### src/rtl/alu_operand_collector.sv
// Gathers a command and its operands across one or more upstream beats and
// issues them to the ALU as a single registered strobe.
//   state | meaning
//   IDLE  | ready for a new command beat
//   WAIT  | command held, waiting for missing operand(s)
//   ISSUE | one-cycle ALU_CE strobe, upstream stalled
module alu_operand_collector #(
  parameter int WIDTH   = 8,
  parameter int CWIDTH  = 4,
  parameter int TIMEOUT = 16
) (
  input  logic              CLK,
  input  logic              RST,
  input  logic              IN_VALID,
  output logic              IN_READY,
  input  logic [CWIDTH-1:0] IN_CMD,
  input  logic              IN_MODE,
  input  logic              IN_CIN,
  input  logic [WIDTH-1:0]  IN_OPA,
  input  logic [WIDTH-1:0]  IN_OPB,
  input  logic [1:0]        IN_OPV,
  output logic [WIDTH-1:0]  ALU_OPA,
  output logic [WIDTH-1:0]  ALU_OPB,
  output logic [CWIDTH-1:0] ALU_CMD,
  output logic              ALU_MODE,
  output logic              ALU_CIN,
  output logic [1:0]        ALU_INP_VALID,
  output logic              ALU_CE,
  output logic              CMD_ERR,
  output logic              TO_ERR,
  output logic              BUSY
);

  localparam int CNTW = (TIMEOUT > 1) ? $clog2(TIMEOUT) : 1;
  localparam logic [CNTW-1:0] CNT_LAST = CNTW'(TIMEOUT - 1);

  typedef enum logic [1:0] {S_IDLE, S_WAIT, S_ISSUE} state_t;

  state_t            r_state, w_state_nxt;
  logic [CNTW-1:0]   r_cnt, w_cnt_nxt;
  logic [1:0]        r_have, w_have_nxt;
  logic [1:0]        r_mask, w_mask_nxt;
  logic [WIDTH-1:0]  r_opa, w_opa_nxt;
  logic [WIDTH-1:0]  r_opb, w_opb_nxt;
  logic [CWIDTH-1:0] r_cmd, w_cmd_nxt;
  logic              r_mode, w_mode_nxt;
  logic              r_cin, w_cin_nxt;
  logic              w_cmd_err, w_to_err;
  logic              w_accept;
  logic [1:0]        w_req, w_take;

  logic              r_in_ready, r_alu_ce, r_cmd_err, r_to_err, r_busy;
  logic              r_alu_mode, r_alu_cin;
  logic [WIDTH-1:0]  r_alu_opa, r_alu_opb;
  logic [CWIDTH-1:0] r_alu_cmd;
  logic [1:0]        r_alu_inp_valid;

  // Required-operand mask; 2'b00 marks an unsupported command.
  function automatic logic [1:0] req_mask(input logic mode, input logic [CWIDTH-1:0] cmd);
    logic [1:0]  m;
    int unsigned c;
    c = 32'(cmd);
    m = 2'b00;
    if (mode) begin
      if (c <= 3 || (c >= 8 && c <= 12)) m = 2'b11;
      else if (c == 4 || c == 5)         m = 2'b01;
      else if (c == 6 || c == 7)         m = 2'b10;
    end else begin
      if (c <= 5 || c == 12 || c == 13)  m = 2'b11;
      else if (c == 6 || c == 8 || c == 9)   m = 2'b01;
      else if (c == 7 || c == 10 || c == 11) m = 2'b10;
    end
    return m;
  endfunction

  always_comb begin
    w_state_nxt = r_state;
    w_cnt_nxt   = r_cnt;
    w_have_nxt  = r_have;
    w_mask_nxt  = r_mask;
    w_opa_nxt   = r_opa;
    w_opb_nxt   = r_opb;
    w_cmd_nxt   = r_cmd;
    w_mode_nxt  = r_mode;
    w_cin_nxt   = r_cin;
    w_cmd_err   = 1'b0;
    w_to_err    = 1'b0;
    w_accept    = IN_VALID & r_in_ready;
    w_req       = req_mask(IN_MODE, IN_CMD);
    w_take      = 2'b00;

    case (r_state)
      S_IDLE: begin
        if (w_accept) begin
          if (w_req == 2'b00) begin
            w_cmd_err = 1'b1;
          end else begin
            w_cmd_nxt  = IN_CMD;
            w_mode_nxt = IN_MODE;
            w_cin_nxt  = IN_CIN;
            w_mask_nxt = w_req;
            w_have_nxt = IN_OPV & w_req;
            if (IN_OPV[0]) w_opa_nxt = IN_OPA;
            if (IN_OPV[1]) w_opb_nxt = IN_OPB;
            w_cnt_nxt  = '0;
            w_state_nxt = ((IN_OPV & w_req) == w_req) ? S_ISSUE : S_WAIT;
          end
        end
      end
      S_WAIT: begin
        // First arrival wins: only required, not-yet-held lanes are taken.
        if (w_accept) w_take = IN_OPV & r_mask & ~r_have;
        if (w_take[0]) w_opa_nxt = IN_OPA;
        if (w_take[1]) w_opb_nxt = IN_OPB;
        w_have_nxt = r_have | w_take;
        if ((w_have_nxt & r_mask) == r_mask) begin
          w_state_nxt = S_ISSUE;
        end else if (r_cnt == CNT_LAST) begin
          w_to_err    = 1'b1;
          w_state_nxt = S_IDLE;
          w_have_nxt  = 2'b00;
          w_mask_nxt  = 2'b00;
        end else begin
          w_cnt_nxt = r_cnt + 1'b1;
        end
      end
      S_ISSUE: begin
        w_state_nxt = S_IDLE;
        w_have_nxt  = 2'b00;
      end
      default: begin
        w_state_nxt = S_IDLE;
        w_have_nxt  = 2'b00;
      end
    endcase
  end

  always_ff @(posedge CLK) begin
    if (RST) begin
      r_state         <= S_IDLE;
      r_cnt           <= '0;
      r_have          <= 2'b00;
      r_mask          <= 2'b00;
      r_opa           <= '0;
      r_opb           <= '0;
      r_cmd           <= '0;
      r_mode          <= 1'b0;
      r_cin           <= 1'b0;
      r_in_ready      <= 1'b1;
      r_alu_ce        <= 1'b0;
      r_cmd_err       <= 1'b0;
      r_to_err        <= 1'b0;
      r_busy          <= 1'b0;
      r_alu_opa       <= '0;
      r_alu_opb       <= '0;
      r_alu_cmd       <= '0;
      r_alu_mode      <= 1'b0;
      r_alu_cin       <= 1'b0;
      r_alu_inp_valid <= 2'b00;
    end else begin
      r_state    <= w_state_nxt;
      r_cnt      <= w_cnt_nxt;
      r_have     <= w_have_nxt;
      r_mask     <= w_mask_nxt;
      r_opa      <= w_opa_nxt;
      r_opb      <= w_opb_nxt;
      r_cmd      <= w_cmd_nxt;
      r_mode     <= w_mode_nxt;
      r_cin      <= w_cin_nxt;
      r_in_ready <= (w_state_nxt != S_ISSUE);
      r_alu_ce   <= (w_state_nxt == S_ISSUE);
      r_busy     <= (w_state_nxt != S_IDLE);
      r_cmd_err  <= w_cmd_err;
      r_to_err   <= w_to_err;
      // ALU data lanes only move on issue and hold otherwise.
      if (w_state_nxt == S_ISSUE) begin
        r_alu_opa       <= w_mask_nxt[0] ? w_opa_nxt : '0;
        r_alu_opb       <= w_mask_nxt[1] ? w_opb_nxt : '0;
        r_alu_cmd       <= w_cmd_nxt;
        r_alu_mode      <= w_mode_nxt;
        r_alu_cin       <= w_cin_nxt;
        r_alu_inp_valid <= w_mask_nxt;
      end
    end
  end

  assign IN_READY      = r_in_ready;
  assign ALU_OPA       = r_alu_opa;
  assign ALU_OPB       = r_alu_opb;
  assign ALU_CMD       = r_alu_cmd;
  assign ALU_MODE      = r_alu_mode;
  assign ALU_CIN       = r_alu_cin;
  assign ALU_INP_VALID = r_alu_inp_valid;
  assign ALU_CE        = r_alu_ce;
  assign CMD_ERR       = r_cmd_err;
  assign TO_ERR        = r_to_err;
  assign BUSY          = r_busy;

endmodule

### config.mk
export PLATFORM = sky130hd
export DESIGN_NAME = alu_operand_collector
export DESIGN_NICKNAME = d
export VERILOG_FILES = /design/src/rtl/alu_operand_collector.sv
export SDC_FILE = /design/constraint.sdc
export NUM_CORES = 1
export LEC_CHECK = 0
export CAP_MARGIN = 10
export CORE_MARGIN = 2
export CORE_UTILIZATION = 54
export DETAILED_ROUTE_END_ITERATION = 10
export PLACE_DENSITY = 0.84
export SYNTH_ARGS = -nofsm -noshare
export SYNTH_HDL_FRONTEND = slang
export SYNTH_SLANG_ARGS = --single-unit
### constraint.sdc
create_clock -name CLK -period 6 [get_ports CLK]
set_clock_uncertainty 0.2 [all_clocks]
set_input_delay 1.5 -clock CLK [delete_from_list [all_inputs] [get_ports CLK]]
set_output_delay 1.5 -clock CLK [all_outputs]
set_load 0.03 [all_outputs]
; ---- After elaboration in Yosys (flattened, before gate mapping)
; Cells that the tools add are included.
[op_classes]
addsub = 1
n_lt_le_gt_ge = 4
n_eq_ne = 20
mux = 53
bitwise = 10
reduce_logical = 18
[ops]
columns = op, n
row1 = 2-to-1 mux 8 bit, 10
row2 = 2-to-1 mux 2 bit, 22
row3 = case mux 8 bit (2 select lines), 2
row4 = "== test 4 bit, second input constant", 7
row5 = 2-to-1 mux 4 bit, 7
row6 = "== test 4 x 3 -> 1 bit, second input constant", 4
row7 = case mux 2 bit (2 select lines), 3
row8 = "!= test 2 bit, second input constant", 5
row9 = logical OR 1 bit, 9
row10 = bitwise AND 2 bit, 4
row11 = 2-to-1 mux 1 bit, 8
row12 = case mux 4 bit (2 select lines), 1
row13 = OR reduction 3 bit, 2
row14 = AND reduction 5 bit, 1
row15 = "adder 4 x 1 -> 4 bit, second input constant", 1
row16 = == test 2 bit, 2
row17 = ">= comparator 4 bit, second input constant", 1
row18 = "<= comparator 4 x 2 -> 1 bit, second input constant", 1
row19 = "<= comparator 4 x 3 -> 1 bit, second input constant", 1
row20 = "<= comparator 4 bit, second input constant", 1
row21 = zero test 2 bit, 2
row22 = nonzero test 2 bit, 2
row23 = NOT 1 bit, 3
row24 = "== test 2 x 1 -> 1 bit, second input constant", 1
row25 = other kinds (6), 6
[word_totals]
register_bits = 61
in_bits = 27
out_inout_bits = 29
elab_cells = 126

; ---- Depth between registers and ports, before layout
; Gate-level depths: netlist of run 1.
[depth]
depth_word = 14
ltp_mapped = 7
depth_no_buf = 6

; ---- Worst setup path before layout of run 1
; Ideal clock, no wire load.
[synth_timing]
path_kind = input to register
start = input IN_MODE
end = register r_alu_inp_valid[1], in the netlist ALU_INP_VALID[1]
arrival_ps = 2787
path_slack_ps = 2875
stages = 5
cell_sequence = and4_1 or3_4 a211o_1 a31oi_4 o22ai_1
[synth_between]
elab_chain_cells = 8
[synth_lines]
columns = item, line
row1 = start: declaration, 17  ; input logic IN_MODE,
row2 = 2-to-1 mux 2 bit (*), 64  ; if (mode) begin
row3 = bitwise AND 2 bit, 106  ; w_state_nxt = ((IN_OPV & w_req) == w_req) ? S_ISSUE : S_WAIT;
row4 = == test 2 bit, 106
row5 = 2-to-1 mux 2 bit, 106
row6 = 2-to-1 mux 2 bit, 95  ; if (w_req == 2'b00) begin
row7 = 2-to-1 mux 2 bit, 94  ; if (w_accept) begin
row8 = case mux 2 bit (2 select lines), 92  ; case (r_state)
row9 = == test 2 bit, 176  ; if (w_state_nxt == S_ISSUE) begin
row10 = end signal: assignment, 182  ; r_alu_inp_valid <= w_mask_nxt;
row11 = end: declaration, 56  ; logic [1:0] r_alu_inp_valid;
; Mark *: on every way between the ends. The rest lies on a longest branch, timed or not.
; A chain may end at the register's enable or synchronous reset.

; ---- Final worst setup path of run 1
[layout_timing]
start = input IN_CMD[1]
end = register r_alu_opa[0], in the netlist ALU_OPA[0]
[layout_between]
elab_chain_cells = 14
[layout_lines]
columns = item, line
row1 = start: declaration, 16  ; input logic [CWIDTH-1:0] IN_CMD,
row2 = == test 4 x 3 -> 1 bit or == test 4 bit (tied branches), "67, 71"
row3 = logical OR 1 bit (2 in series), 71  ; else if (c == 7 || c == 10 || c == 11) m = 2'b10;
row4 = 2-to-1 mux 2 bit, 71
row5 = 2-to-1 mux 2 bit, 70  ; else if (c == 6 || c == 8 || c == 9) m = 2'b01;
row6 = 2-to-1 mux 2 bit, 69  ; if (c <= 5 || c == 12 || c == 13) m = 2'b11;
row7 = 2-to-1 mux 2 bit (*), 64
row8 = bitwise AND 2 bit, 106
row9 = == test 2 bit, 106
row10 = 2-to-1 mux 2 bit, 106
row11 = 2-to-1 mux 2 bit, 95
row12 = 2-to-1 mux 2 bit, 94
row13 = case mux 2 bit (2 select lines), 92
row14 = == test 2 bit, 176
row15 = end signal: assignment, 177  ; r_alu_opa <= w_mask_nxt[0] ? w_opa_nxt : '0;
row16 = end: declaration, 54  ; logic [WIDTH-1:0] r_alu_opa, r_alu_opb;
; Marked as above.

==> run metrics, run 1 <==
register clock-pin slew on the reported worst setup and hold paths=0.06 ns; Port Buffers=55; worst min path class=reg2reg; clock sink count=slightly above 60; worst reg2reg setup slack=3.32 ns; postcts setup bufs=0; Main synth FF type=dfxtp_1; clock tree root driver cell=clkbuf_8; endpoint of the worst-slack reg-to-reg timing path=ALU_OPA[0]; final worst path period need=4.20 ns; number of warnings reported in the yosys synthesis log=0; post-synthesis xor/xnor area fraction=0.0102; area of the multi-input gates=1170 sq um; RSZ-0062 raised after global routing=no; family of cells with the greatest summed delay on the critical path=compound AO/OA/AOI/OAI gates; number of flip-flops and latches in the synthesized netlist=61; Antenna Violating Nets Remaining=0; max-slew violation count=0; TritonCTS clock tree=yes; Critical Path RT=5.96 ns; vias per inst=~5.8; mean post-synth cell area=~9.7 sq um; post-synthesis cell count=approximately 270; CP max stage cell=o211ai_2; number of hold violations in the final report=0; Final Cycle Share=0.701; insertion delay of the later-clocked pin in the worst-skew pair=0.34 ns; number of instances on the worst hold path=2; first-pass GRT wire length=approximately 9.4 mm; final-stage net count=348; Peak Freq=between 0.2 and 0.25 GHz; reported max-cap violation count=0; kind of critical path=in2reg; reported leakage power=1.22 nW; iteration count of the initial detailed-routing pass=5; most common cell after layout, fill and taps aside=dfxtp_1; floorplan die area=5340 sq um; Adder-Cell Fraction of Synth Area=0.00485; pin count of the biggest net entering global routing=39; Post-CTS Hold Buffers=0; endpoint kind of the worst setup timing path=register; delay of the slowest cell on the worst path=approximately 0.86 ns; Layout Area Growth over Synthesis=28.8%; FFs w/ async S/R, synth=0; final total power=slightly below 0.001 W; fraction of synthesized area in multiplexers=0.0699; TNS Setup=0 ns; count of pins on the block boundary=56; number of antenna cells inserted=0; number of global-route vias before repair=2,075; net count of the mapped netlist=293; number of antenna violations at the first check in global routing=0; share of final-layout standard cells stronger than drive strength 1=0.105; reg-to-reg critical path startpoint=r_state[0]; Detailed Route Iter0 Violations=138; launch point of the worst hold path=ALU_MODE; hold slack final=0.245 ns; commonest cells after routing, fill and taps aside=dfxtp_1 (61), clkdlybuf4s50_1 (55), inv_1 (29), nor2_1 (24), mux2i_1 (18); Filler Cell Count=around 330; Core ar.=roughly 4700 sq um; maximum number of buffers from clock root to sink=2; cell count of the worst reg-to-reg path=4; share of the yosys chip area belonging to registers=0.474; number of different library cells in the post-synthesis netlist=56; number of instances resized during post-cts repair=0; crit path max fanout=24; per-cell routed wire length=15.2 um; number of buffers added by the clock tree synthesis step=9; result of the run=finished clean; VDD IR-drop max=180 uV; Slew @ Worst Pin=approximately 1.1 ns; startpoint class of the critical path=primary input; Detail Placement HPWL=4.05 mm; synthesized-area fraction occupied by ao, oa, aoi and oai cells=0.224; CP arrival=4.16 ns; Die Y-Extent=73.1 um; DRC violations left=0; dominant combinational cell family by area after synthesis=compound AO/OA/AOI/OAI gates; total global-route track usage=0.231; Site Rows=25; end point of the most critical hold path=ALU_MODE; routed wire length=5.75 mm; global placement routability congestion=0.844; cell breakdown of the critical path=clkdlybuf4s50_1, nor4b_1, a311oi_2, a31o_1, o211ai_2, o32ai_1; number of vias in the routed layout=2,186; final setup violating endpoints=0; Sequential Area=1220 sq um; worst slew slack as a fraction of its limit=0.269; number of enable flip-flop cells after synthesis=0; P per Cell Area=294 nW/um^2; simple-gate share of the synthesized area=0.147; H-tree depth=3; GRT overflow=0; buffering stage count on the worst path with inverters included=1; Die X-Extent=between 70 and 80 um; cell area after technology mapping=2580 sq um; starting density of the core=0.553
[power breakdown]
group / switching (W) / internal, W / total, W
logic: 0.000115 / 0.0000762 / 0.000191
registers: 0.0000150 / 0.000430 / 0.000445
clock network: 0.000152 / 0.000190 / 0.000342
total: 0.000282 / 0.000696 / 0.000977
[per-stage QoR]
stage / utilization / cell area (sq um) / setup WS, ns / instances
floorplan: - / 2580 / 2.87 / 265
global placement: 0.674 / 3140 / 1.67 / 363
detailed placement: 0.674 / 3140 / 1.54 / 363
CTS: 0.713 / 3320 / 1.87 / 378
global route: 0.713 / 3320 / 1.69 / 378
finish: 0.713 / 3320 / 1.80 / 378
[how the worst max path moves through the flow]
stage              start               end  slack, ns  cells past startpoint
2_1_floorplan    IN_MODE  ALU_INP_VALID[1]       2.87                      5
5_1_grt        IN_CMD[1]        ALU_OPA[0]       1.69                      6
4_1_cts        IN_CMD[1]        ALU_OPA[0]       1.87                      6
6_report       IN_CMD[1]        ALU_OPA[0]       1.80                      6
3_3_place_gp     IN_MODE        ALU_OPB[7]       1.67                      6
3_5_place_dp   IN_CMD[1]        ALU_OPB[6]       1.54                      6
[kinds of logic after synthesis]
| family | count (synthesis) |
|---|---|
| multiplexers | 18 |
| AO/OA/AOI/OAI | 64 |
| AND/OR/NAND/NOR | 74 |
| flip-flops | 61 |
| buffers and inverters | 44 |
| adder cells (fa/ha/maj) | 1 |
| XOR/XNOR | 3 |
[routing by layer]
layer,global-route usage,vias up,routed length (um)
met2,0.381,96,2880
met3,0.0580,14,395
met5,0,-,0
met4,0.0926,0,88
li1,-,1053,-
met1,0.287,1023,2380
[flip-flops by register name, summed over array words and instances (netlist names), 2 cells and up]
register	cells
ALU_OPA	8
r_opa	8
r_state	2
r_cmd	4
r_opb	8
r_have	2
ALU_OPB	8
r_cnt	4
r_mask	2
ALU_CMD	4
ALU_INP_VALID	2
[worst min-delay path: stages, from the launching register on]
cell	delay, ns
dfxtp_1	0.31
inv_1	0.05
o2bb2ai_1	0.05
[cell usage after synthesis (all sizes together), types with 6 or more instances]
master / instances / area, sq um
a21oi: 10 / 57.6
buf: 7 / 43.8
dfxtp: 61 / 1220
inv: 32 / 120
mux2i: 18 / 180
nand2: 16 / 60.1
nand3: 7 / 35.0
nor2: 25 / 101
nor3: 7 / 35.0
o21ai: 6 / 41.3
o2bb2ai: 6 / 52.6
o32ai: 16 / 170
[area by class of cell]
| cell class | instances | share of cell area |
|---|---|---|
| clock buffers | 11 | 0.0395 |
| well taps | 54 | 0.0203 |
| flip-flops and latches | 61 | 0.368 |
| repair buffers | 56 | 0.168 |
| inverters | 32 | 0.0362 |
| multi-input cells | 160 | 0.354 |
| clock inverters | 4 | 0.0147 |
Note: power is estimated with default switching activity, not from simulation.
==> run 2: changes to the inputs <==
- CORE_UTILIZATION: 54 -> 50
- PLACE_DENSITY: 0.84 -> 0.79
- clock period: 6 -> 4.15 ns (I/O delays scaled with it)
==> run 2 against run 1 <==
Against the previous run:
- sequential power up 44%
- clock-buffer cell count up 1
- total power up 59%
- global-route usage down 1.6 points
- first-iteration DRC count down 9.4%
- sequential cell count unchanged
- via count down 1.6%
- largest cell class unchanged
- sequential share of layout area down 1.1 points
- worst setup slack worse by 0.87 ns
- register-to-register slack worse by 1.5 ns
- utilization down 3.4 points
- hold slack worse by 0.00091 ns
==> run metrics, run 2 (same netlist as run 1, synthesis figures left out) <==
result of the run=finished clean; maximum number of buffers from clock root to sink=2 (unchanged); cell count of the worst reg-to-reg path=5 (+1); Int Pwr=0.00115 W (+65%); Finished Core Util=0.679 (-0.0336); endpoint kind of the worst setup timing path=register; register clock-pin slew on the reported worst setup and hold paths=0.06 ns (about the same); number of vias in the routed layout=2,151 (-1.6%); Post-DP Area=3180 sq um (+1.4%); net switching power=0.000409 W (+45%); Die X-Extent=75.8 um (+3.7%); startpoint class of the critical path=primary input; Peak Freq=0.310 GHz; detailed-routed wire length on met3=302 um (-24%); vias per inst=5.40 (-6.5%); top routing layer in use=met4; GRT overflow=0 (unchanged); Detail Placement HPWL=4.12 mm (+1.8%); Slew @ Worst Pin=0.735 ns (-0.359 ns); Die Y-Extent=75.8 um (+3.7%); H-tree depth=3 (unchanged); worst reg2reg setup slack=1.84 ns (-1.48 ns); number of hold violations in the final report=0 (unchanged); RSZ-0062 raised after global routing=no; P per Cell Area=455 nW/um^2 (+55%); Detailed Route Iter0 Violations=125 (-9.4%); Final Cycle Share=0.778; worst setup path startpoint=IN_MODE; CP arrival=3.21 ns (-0.95 ns); DRC violations left=0 (unchanged); Critical Path RT=4.14 ns (-1.82 ns); number of instances resized during post-cts repair=0 (unchanged); postcts setup bufs=0 (unchanged); final worst path period need=roughly 3.2 ns; per-cell routed wire length=14.5 um (-4.6%); iteration count of the initial detailed-routing pass=5 (unchanged); Antenna Violating Nets Remaining=0 (unchanged); count of pins on the block boundary=56 (unchanged); kind of critical path=in2reg; number of buffers added by the clock tree synthesis step=9 (unchanged); sequential share of power=0.413 (-0.042); commonest cells after routing, fill and taps aside=dfxtp_1 (61), clkdlybuf4s50_1 (55), inv_1 (29), nor2_1 (24), mux2i_1 (18); final total power=0.00156 W (+59%); hold slack final=0.244 ns (-0.000912 ns); Filler Cell Count=403 (+21%); share of final-layout standard cells stronger than drive strength 1=0.116 (+0.0109); VDD IR-drop max=208 uV (+16%); number of global-route vias before repair=1,968 (-5.2%); clock tree root driver cell=clkbuf_8; Post-CTS Hold Buffers=0 (unchanged); reported max-cap violation count=0 (unchanged); number of antenna cells inserted=0 (unchanged); Core ar.=5040 sq um (+8.2%); max-slew violation count=0 (unchanged); first-pass GRT wire length=9.16 mm (-2.1%); M1 WL=2.56 mm (+7.3%); number of instances on the worst hold path=2 (unchanged); amount of wire on met2 after detailed routing=2.86 mm (-0.83%); starting density of the core=0.511 (-0.0419); clock sink count=61 (unchanged); insertion delay of the later-clocked pin in the worst-skew pair=0.33 ns (about the same); reported leakage power=1.26 nW (+3.3%); worst slew slack as a fraction of its limit=0.510 (+0.241); floorplan die area=5750 sq um (+7.6%); most common cell after layout, fill and taps aside=dfxtp_1; Layout Cell Area excl Fill=3420 sq um (+3.1%); TritonCTS clock tree=yes; crit path max fanout=10 (-58%); clock network fraction of design power=0.410 (+0.060); Site Rows=26 (+4.0%); final setup violating endpoints=0 (unchanged); combinational share of power=0.177 (-0.018); Layout Area Growth over Synthesis=32.8%; global placement routability congestion=0.877 (+3.8%); TNS Setup=0 ns (unchanged); number of antenna violations at the first check in global routing=0 (unchanged); reg-to-reg critical path startpoint=r_state[0]; switching portion of total power=0.262 (-0.0262); endpoint of the worst-slack reg-to-reg timing path=ALU_OPB[3]; worst min path class=reg2reg; Port Buffers=55 (unchanged); final-stage net count=351 (+0.86%); total global-route track usage=0.215 (-0.0163); capture point of the worst path=ALU_OPA[7]; pin count of the biggest net entering global routing=25 (-36%); routed wire length=5.77 mm (+0.40%)
run 2: cell count changes in the layout (fill, tap and decap cells not counted), sizes merged:
cell	change
buf	+3
bufinv	+2
clkbuf	+1
clkinv	-1
inv	-1
run 2: worst max-delay path, stage by stage:
cell and delay, ns:
clkdlybuf4s50_1 0.55, nor4bb_2 0.25, a311oi_2 0.44, a31oi_1 0.17, a221oi_2 0.58, o32ai_1 0.19
run 2: layout make-up:
cell class / instances / area, sq um / area share
multi-input cells: 160 / 1170 / 0.343
repair buffers: 59 / 581 / 0.170
inverters: 32 / 120 / 0.0351
clock buffers: 12 / 145 / 0.0424
well taps: 70 / 87.6 / 0.0256
clock inverters: 4 / 95.1 / 0.0278
flip-flops and latches: 61 / 1220 / 0.357
run 2: power by group through the flow:
stage / clock, W / combinational [W] / sequential (W)
finish: 0.000639 / 0.000276 / 0.000643
detailed placement: 0 / 0.000275 / 0.000656
floorplan: 0 / 0.000167 / 0.000673
global placement: 0 / 0.000270 / 0.000655
global route: 0.000679 / 0.000299 / 0.000647
CTS: 0.000651 / 0.000277 / 0.000643
run 2: worst min-delay path by stage:
stage	from	to	slack (ns)
floorplan	r_cmd[0]	r_cmd[0]	0.24
global placement	ALU_CMD[3]	ALU_CMD[3]	0.23
detailed placement	ALU_CMD[1]	ALU_CMD[1]	0.24
CTS	ALU_CMD[1]	ALU_CMD[1]	0.25
global route	ALU_CMD[2]	ALU_CMD[2]	0.27
finish	ALU_CMD[1]	ALU_CMD[1]	0.24
run 2: metrics by stage:
stage,setup slack (ns),instances
4_1_cts,0.935,398
5_1_grt,0.793,398
6_report,0.922,398
2_1_floorplan,1.49,265
3_3_place_gp,0.644,382
3_5_place_dp,0.574,382
run 2: routing by layer:
layer / global-route usage / vias up
li1: - / 1057
met1: 0.272 / 1034
met2: 0.342 / 54
met3: 0.0714 / 6
met4: 0.0741 / 0
met5: 0 / -
